<file path="src/rtl/sblock_cfg_loader.sv">
// sblock_cfg_loader: serial configuration loader for a column of switch blocks.
// Assembles one CFG_W-bit word per block from a valid/ready bitstream (MSB first),
// presents it on a shared bus and pulses a one-hot latch enable with one idle
// cycle of setup before and hold after each pulse.
// Optional build macro: SBLK_CFG_PARITY_EN (adds a trailing even-parity bit per word).
module sblock_cfg_loader #(
    parameter int unsigned NUM_SBLK = 4,
    parameter int unsigned CFG_W    = 18,
    parameter int unsigned WR_PULSE = 2
) (
    input  logic                clk,
    input  logic                rst_n,
    input  logic                start_i,
    input  logic                abort_i,
    input  logic                cfg_data_i,
    input  logic                cfg_valid_i,
    output logic                cfg_ready_o,
    output logic [CFG_W-1:0]    bits_o,
    output logic [NUM_SBLK-1:0] wr_en_o,
    output logic                busy_o,
    output logic                done_o,
    output logic                err_o
);

`ifdef SBLK_CFG_PARITY_EN
    localparam int unsigned WORD_BITS = CFG_W + 1;
`else
    localparam int unsigned WORD_BITS = CFG_W;
`endif
    localparam int unsigned CNT_W   = ($clog2(WORD_BITS) > 0) ? $clog2(WORD_BITS) : 1;
    localparam int unsigned BLK_W   = ($clog2(NUM_SBLK) > 0) ? $clog2(NUM_SBLK) : 1;
    localparam int unsigned PULSE_W = ($clog2(WR_PULSE) > 0) ? $clog2(WR_PULSE) : 1;

    typedef enum logic [2:0] {
        ST_IDLE,
        ST_SHIFT,
        ST_SETUP,
        ST_WRITE,
        ST_HOLD,
        ST_DONE
    } state_e;

    state_e               state_q;
    logic [CFG_W-1:0]     shreg_q;
    logic [CFG_W-1:0]     shreg_d;
    logic [CNT_W-1:0]     bit_cnt_q;
    logic [CNT_W-1:0]     bit_cnt_d;
    logic [BLK_W-1:0]     blk_idx_q;
    logic [PULSE_W-1:0]   pulse_cnt_q;
    logic [CFG_W-1:0]     bits_q;
    logic [NUM_SBLK-1:0]  wr_en_q;
    logic                 ready_q;
    logic                 busy_q;
    logic                 done_q;
    logic                 last_bit_c;
    logic                 last_blk_c;
    logic                 pulse_end_c;
`ifdef SBLK_CFG_PARITY_EN
    logic                 par_q;
    logic                 par_d;
    logic                 err_q;
`endif

    // Next shift-register value, counter increment and end-of-phase decodes
    always_comb begin
        shreg_d     = {shreg_q[CFG_W-2:0], cfg_data_i};
        last_bit_c  = (bit_cnt_q == CNT_W'(WORD_BITS - 1));
        bit_cnt_d   = last_bit_c ? '0 : bit_cnt_q + CNT_W'(1);
        last_blk_c  = (blk_idx_q == BLK_W'(NUM_SBLK - 1));
        pulse_end_c = (pulse_cnt_q == PULSE_W'(WR_PULSE - 1));
`ifdef SBLK_CFG_PARITY_EN
        par_d       = par_q ^ cfg_data_i;
`endif
    end

    // Loader FSM with registered outputs; abort overrides every transition
    always_ff @(posedge clk or negedge rst_n) begin
        if (!rst_n) begin
            state_q     <= ST_IDLE;
            shreg_q     <= '0;
            bit_cnt_q   <= '0;
            blk_idx_q   <= '0;
            pulse_cnt_q <= '0;
            bits_q      <= '0;
            wr_en_q     <= '0;
            ready_q     <= 1'b0;
            busy_q      <= 1'b0;
            done_q      <= 1'b0;
`ifdef SBLK_CFG_PARITY_EN
            par_q       <= 1'b0;
            err_q       <= 1'b0;
`endif
        end else if (abort_i) begin
            state_q <= ST_IDLE;
            wr_en_q <= '0;
            ready_q <= 1'b0;
            busy_q  <= 1'b0;
            done_q  <= 1'b0;
        end else begin
            done_q <= 1'b0;
            case (state_q)
                ST_IDLE: begin
                    if (start_i) begin
                        state_q   <= ST_SHIFT;
                        blk_idx_q <= '0;
                        bit_cnt_q <= '0;
                        ready_q   <= 1'b1;
                        busy_q    <= 1'b1;
`ifdef SBLK_CFG_PARITY_EN
                        par_q     <= 1'b0;
                        err_q     <= 1'b0;
`endif
                    end
                end

                ST_SHIFT: begin
                    if (cfg_valid_i) begin
                        bit_cnt_q <= bit_cnt_d;
`ifdef SBLK_CFG_PARITY_EN
                        par_q <= par_d;
                        if (!last_bit_c) begin
                            shreg_q <= shreg_d;
                        end else if (!par_d) begin
                            // parity bit closes the word; data is already in shreg
                            bits_q  <= shreg_q;
                            ready_q <= 1'b0;
                            state_q <= ST_SETUP;
                        end else begin
                            err_q   <= 1'b1;
                            ready_q <= 1'b0;
                            busy_q  <= 1'b0;
                            state_q <= ST_IDLE;
                        end
`else
                        shreg_q <= shreg_d;
                        if (last_bit_c) begin
                            bits_q  <= shreg_d;
                            ready_q <= 1'b0;
                            state_q <= ST_SETUP;
                        end
`endif
                    end
                end

                ST_SETUP: begin
                    wr_en_q     <= NUM_SBLK'(1) << blk_idx_q;
                    pulse_cnt_q <= '0;
                    state_q     <= ST_WRITE;
                end

                ST_WRITE: begin
                    if (pulse_end_c) begin
                        wr_en_q <= '0;
                        state_q <= ST_HOLD;
                    end else begin
                        pulse_cnt_q <= pulse_cnt_q + PULSE_W'(1);
                    end
                end

                ST_HOLD: begin
                    if (last_blk_c) begin
                        done_q  <= 1'b1;
                        state_q <= ST_DONE;
                    end else begin
                        blk_idx_q <= blk_idx_q + BLK_W'(1);
                        bit_cnt_q <= '0;
                        ready_q   <= 1'b1;
                        state_q   <= ST_SHIFT;
`ifdef SBLK_CFG_PARITY_EN
                        par_q     <= 1'b0;
`endif
                    end
                end

                ST_DONE: begin
                    busy_q  <= 1'b0;
                    state_q <= ST_IDLE;
                end

                default: begin
                    wr_en_q <= '0;
                    ready_q <= 1'b0;
                    busy_q  <= 1'b0;
                    state_q <= ST_IDLE;
                end
            endcase
        end
    end

    assign cfg_ready_o = ready_q;
    assign bits_o      = bits_q;
    assign wr_en_o     = wr_en_q;
    assign busy_o      = busy_q;
    assign done_o      = done_q;
`ifdef SBLK_CFG_PARITY_EN
    assign err_o       = err_q;
`else
    assign err_o       = 1'b0;
`endif

endmodule

</file>
<file path="config.mk">
export PLATFORM = sky130hd
export DESIGN_NAME = sblock_cfg_loader
export DESIGN_NICKNAME = d
export VERILOG_FILES = /design/src/rtl/sblock_cfg_loader.sv
export SDC_FILE = /design/constraint.sdc
export NUM_CORES = 1
export LEC_CHECK = 0
export BUFFER_PORTS_ARGS = -buffer_cell sky130_fd_sc_hd__buf_4
export CAP_MARGIN = 20
export CORE_MARGIN = 2
export CORE_UTILIZATION = 61
export CTS_CLUSTER_DIAMETER = 50
export DETAILED_ROUTE_END_ITERATION = 6
export GPL_ROUTABILITY_DRIVEN = 0
export PLACE_DENSITY = 0.84
export SKIP_LAST_GASP = 1
export SYNTH_ARGS = -nofsm -noshare
export SYNTH_HDL_FRONTEND = slang
export SYNTH_SLANG_ARGS = --single-unit
</file>
<file path="constraint.sdc">
create_clock -name clk -period 4.2 [get_ports clk]
set_input_delay 0.42 -clock clk [delete_from_list [all_inputs] [get_ports clk]]
set_output_delay 0.42 -clock clk [all_outputs]
set_load 0.005 [all_outputs]
</file>
==> metrics.md <==
| Metric | Value |
|---|---|
| DRC | `0` |
| Layout fillers | `251` |
| Via density | `between 5 and 6` |
| Hpwl dp | `2980 um` |
| Worst R2R Path Depth | `3` |
| Worst R2R End | `shreg_q[16]` |
| Synthesis-stage register bit count | `53` |
| 1st-iter DRT viols | `about 90` |
| Hold Fails Final Rpt | `0` |
| H-tree levels | `2` |
| R2r setup slk | `2.19 ns` |
| GRT overflow | `0` |
| Required @ worst endpoint | `roughly 4.4 ns` |
| Setup CP Type | `register to register` |
| Vias in the first global route | `1515` |
| Status | `finished, final reports clean` |
| Critical Path AT | `2.20 ns` |
| Fin Hold WS | `0.128 ns` |
| Starting density of the core | `0.636` |
| Clock Tree Buf Depth | `2` |
| Nets | `218` |
| Clock skew | `between 0.006 and 0.007 ns` |
| N_diodes | `0` |
| Slowest-stage cell, CP | `dfrtp_1` |
| Placement Cell Area | `around 2600 um2` |
| Die Span Y | `between 60 and 70 um` |
| Period minus WS final | `roughly 2.0 ns` |
| Ys Warns | `0` |
| Synth Net Count | `190` |
| Area delta synth->final | `14.8%` |
| Max-slew headroom | `0.563` |
| Fmax | `roughly 0.50 GHz` |
| CTS root buf | `clkbuf_8` |
| EDFF count, synth | `0` |
| Clock Sinks | `53` |
| Total GRT Usage | `0.224` |
| Pwr/cell area | `406 nW/um2` |
| Peak VDD IR | `around 0.24 mV` |
| Overall routed net length | `~4300 um` |
| Worst-path fanout max | `17` |
| Setup crit start kind | `register` |
| Final setup fails | `0` |
| Pin count of the biggest net entering global routing | `54` |
| Average instance area after synthesis | `about 13 um2` |
| Largest stage delay on the critical path | `0.60 ns` |
| R2R Path Start | `state_q[0]` |
| Yosys cell types | `42` |
| Drt first pass iters | `4` |
| Main synth FF type | `dfrtp_1` |
| Port Buffers | `30` |
| Synth Instances | `178` |
| CTS resizes | `0` |
| Worst-path cell chain | `nor2b_1 -> nand3_2 -> mux2_2` |
| Final critical-path share of the clock period | `0.478` |
| Die X | `between 60 and 70 um` |
| Layout cells sized above 1 | `0.367` |
| CTS Hold Bufs | `0` |
| Register area | `around 1300 um2` |
| Critical path capture point type | `register` |
| Num rows | `22` |
| Post-CTS setup buffers | `0` |
| Reg clk slew, reported paths | `~0.090 ns` |
| Synthesized area | `about 2300 um2` |
| Post-DRT Antenna Nets | `0` |
| Async SR Flop Fraction | `1.00` |
| Die area | `about 4400 um2` |
| CTS Buf Count | `5` |
| Core box area | `3690 um2` |
| Clk Latency, worst-skew pair | `~0.31 ns` |
| # IOs | `32` |
| Max-Cap Viols | `0` |
| DR WL/cell | `approximately 17 um` |
| Worst Path Buf+Inv | `0` |
| Sequential fraction of the synthesis area | `0.566` |
| Slew @ Worst Pin | `around 0.66 ns` |
| RSZ-0062 raised after global routing | `no` |
| Slew Limit Fails | `0` |
| Routed vias | `about 1500` |
| Area of the multi-input gates | `around 950 um2` |
| Largest delay share family, worst path | `simple AND/OR/NAND/NOR gates` |
| Global-route wire length before repair | `7270 um` |
| Initial antenna violation count | `0` |
| CTS tree | `built` |
| Post-route cell area | `about 2700 um2` |
| Hold WC Path Type | `input port to asynchronous set/reset pin` |
| Setup TNS Final | `0 ns` |
| P_leak | `1.35 nW` |
## placed cells by master (no fill, tap or decap), drive strengths merged, types with 5 or more instances in the layout
master,n
nor2,9
clkbuf,6
dfrtp,53
a21oi,5
ha,6
buf,30
mux2,36
nand2,7
## kinds of logic after synthesis
group,synth area share
DFF,0.566
and+or+nand+nor,0.108
muxes,0.173
AOI/OAI and AO/OA,0.0923
buffers and inverters,0.0277
adders and majority gates,0.0320
other,0.00160
## metal layers
| metal | track usage | wire [um] | share of wire |
|---|---|---|---|
| met1 | 0.280 | 1810 | 0.42 |
| met2 | 0.389 | 2240 | 0.52 |
| met3 | 0.0460 | 180 | 0.042 |
| met4 | 0.0765 | 63 | 0.015 |
| met5 | 0 | 0 | 0 |
## synthesized netlist by cell type (2+ instances only)
| cell type | instances | area share |
|---|---|---|
| a211o_1 | 2 | 0.0075 |
| a21oi_1 | 5 | 0.011 |
| a22o_1 | 4 | 0.015 |
| buf_2 | 4 | 0.0085 |
| clkbuf_1 | 3 | 0.0048 |
| dfrtp_1 | 53 | 0.57 |
| ha_1 | 6 | 0.032 |
| inv_1 | 4 | 0.0064 |
| mux2_2 | 35 | 0.17 |
| nand2_1 | 7 | 0.011 |
| nand2b_1 | 4 | 0.011 |
| nand3_1 | 3 | 0.0064 |
| nor2_1 | 9 | 0.014 |
| nor2b_1 | 3 | 0.0080 |
| nor3_1 | 3 | 0.0064 |
| nor4_1 | 2 | 0.0053 |
| o21ai_0 | 4 | 0.0085 |
| o31ai_1 | 2 | 0.0064 |
| or3_1 | 2 | 0.0053 |
## worst max path at each step
| stage | startpoint | endpoint | slack (ns) | cells after the start |
|---|---|---|---|---|
| after floorplan | bit_cnt_q[0] | bit_cnt_q[4] | 2.43 | 6 |
| after global routing | blk_idx_q[0] | bit_cnt_q[4] | 2.02 | 5 |
| after global placement | state_q[0] | shreg_q[11] | 2.37 | 3 |
| final | state_q[0] | shreg_q[16] | 2.19 | 3 |
| after CTS | state_q[0] | shreg_q[16] | 2.20 | 3 |
| after detailed placement | state_q[0] | shreg_q[16] | 2.23 | 3 |
## power breakdown
group	switching, W	leakage (nW)	internal (W)
Sequential	0.0000517	0.725	0.000563
Combinational	0.0000599	0.573	0.0000765
Clock	0.000162	0.0554	0.000179
## sequential cells by signal (all words and copies together), names as in the netlist
| name | cells |
|---|---|
| bits_o | 18 |
| shreg_q | 17 |
| bit_cnt_q | 5 |
| wr_en_o | 4 |
| state_q | 3 |
| blk_idx_q | 2 |
| busy_o | 1 |
| cfg_ready_o | 1 |
| done_o | 1 |
| pulse_cnt_q | 1 |
## final cells by class
type                            count  area share
Multi-Input combinational cell    112       0.354
Clock inverter                      2      0.0144
Clock buffer                        6      0.0270
Inverter                            4     0.00558
Sequential cell                    53       0.493
Timing Repair Buffer               30      0.0837
Tap cell                           48      0.0223
## per-stage QoR
stage	utilization	power [W]	worst slack (ns)	std cells
floorplan	-	0.000703	2.43	178
global placement	0.699	0.000747	2.37	247
detailed placement	0.699	0.000762	2.23	247
CTS	0.730	0.00110	2.20	255
global route	0.730	0.00114	2.02	255
finish	0.730	0.00109	2.19	255
No activity file was read; power rests on OpenSTA's default activity.
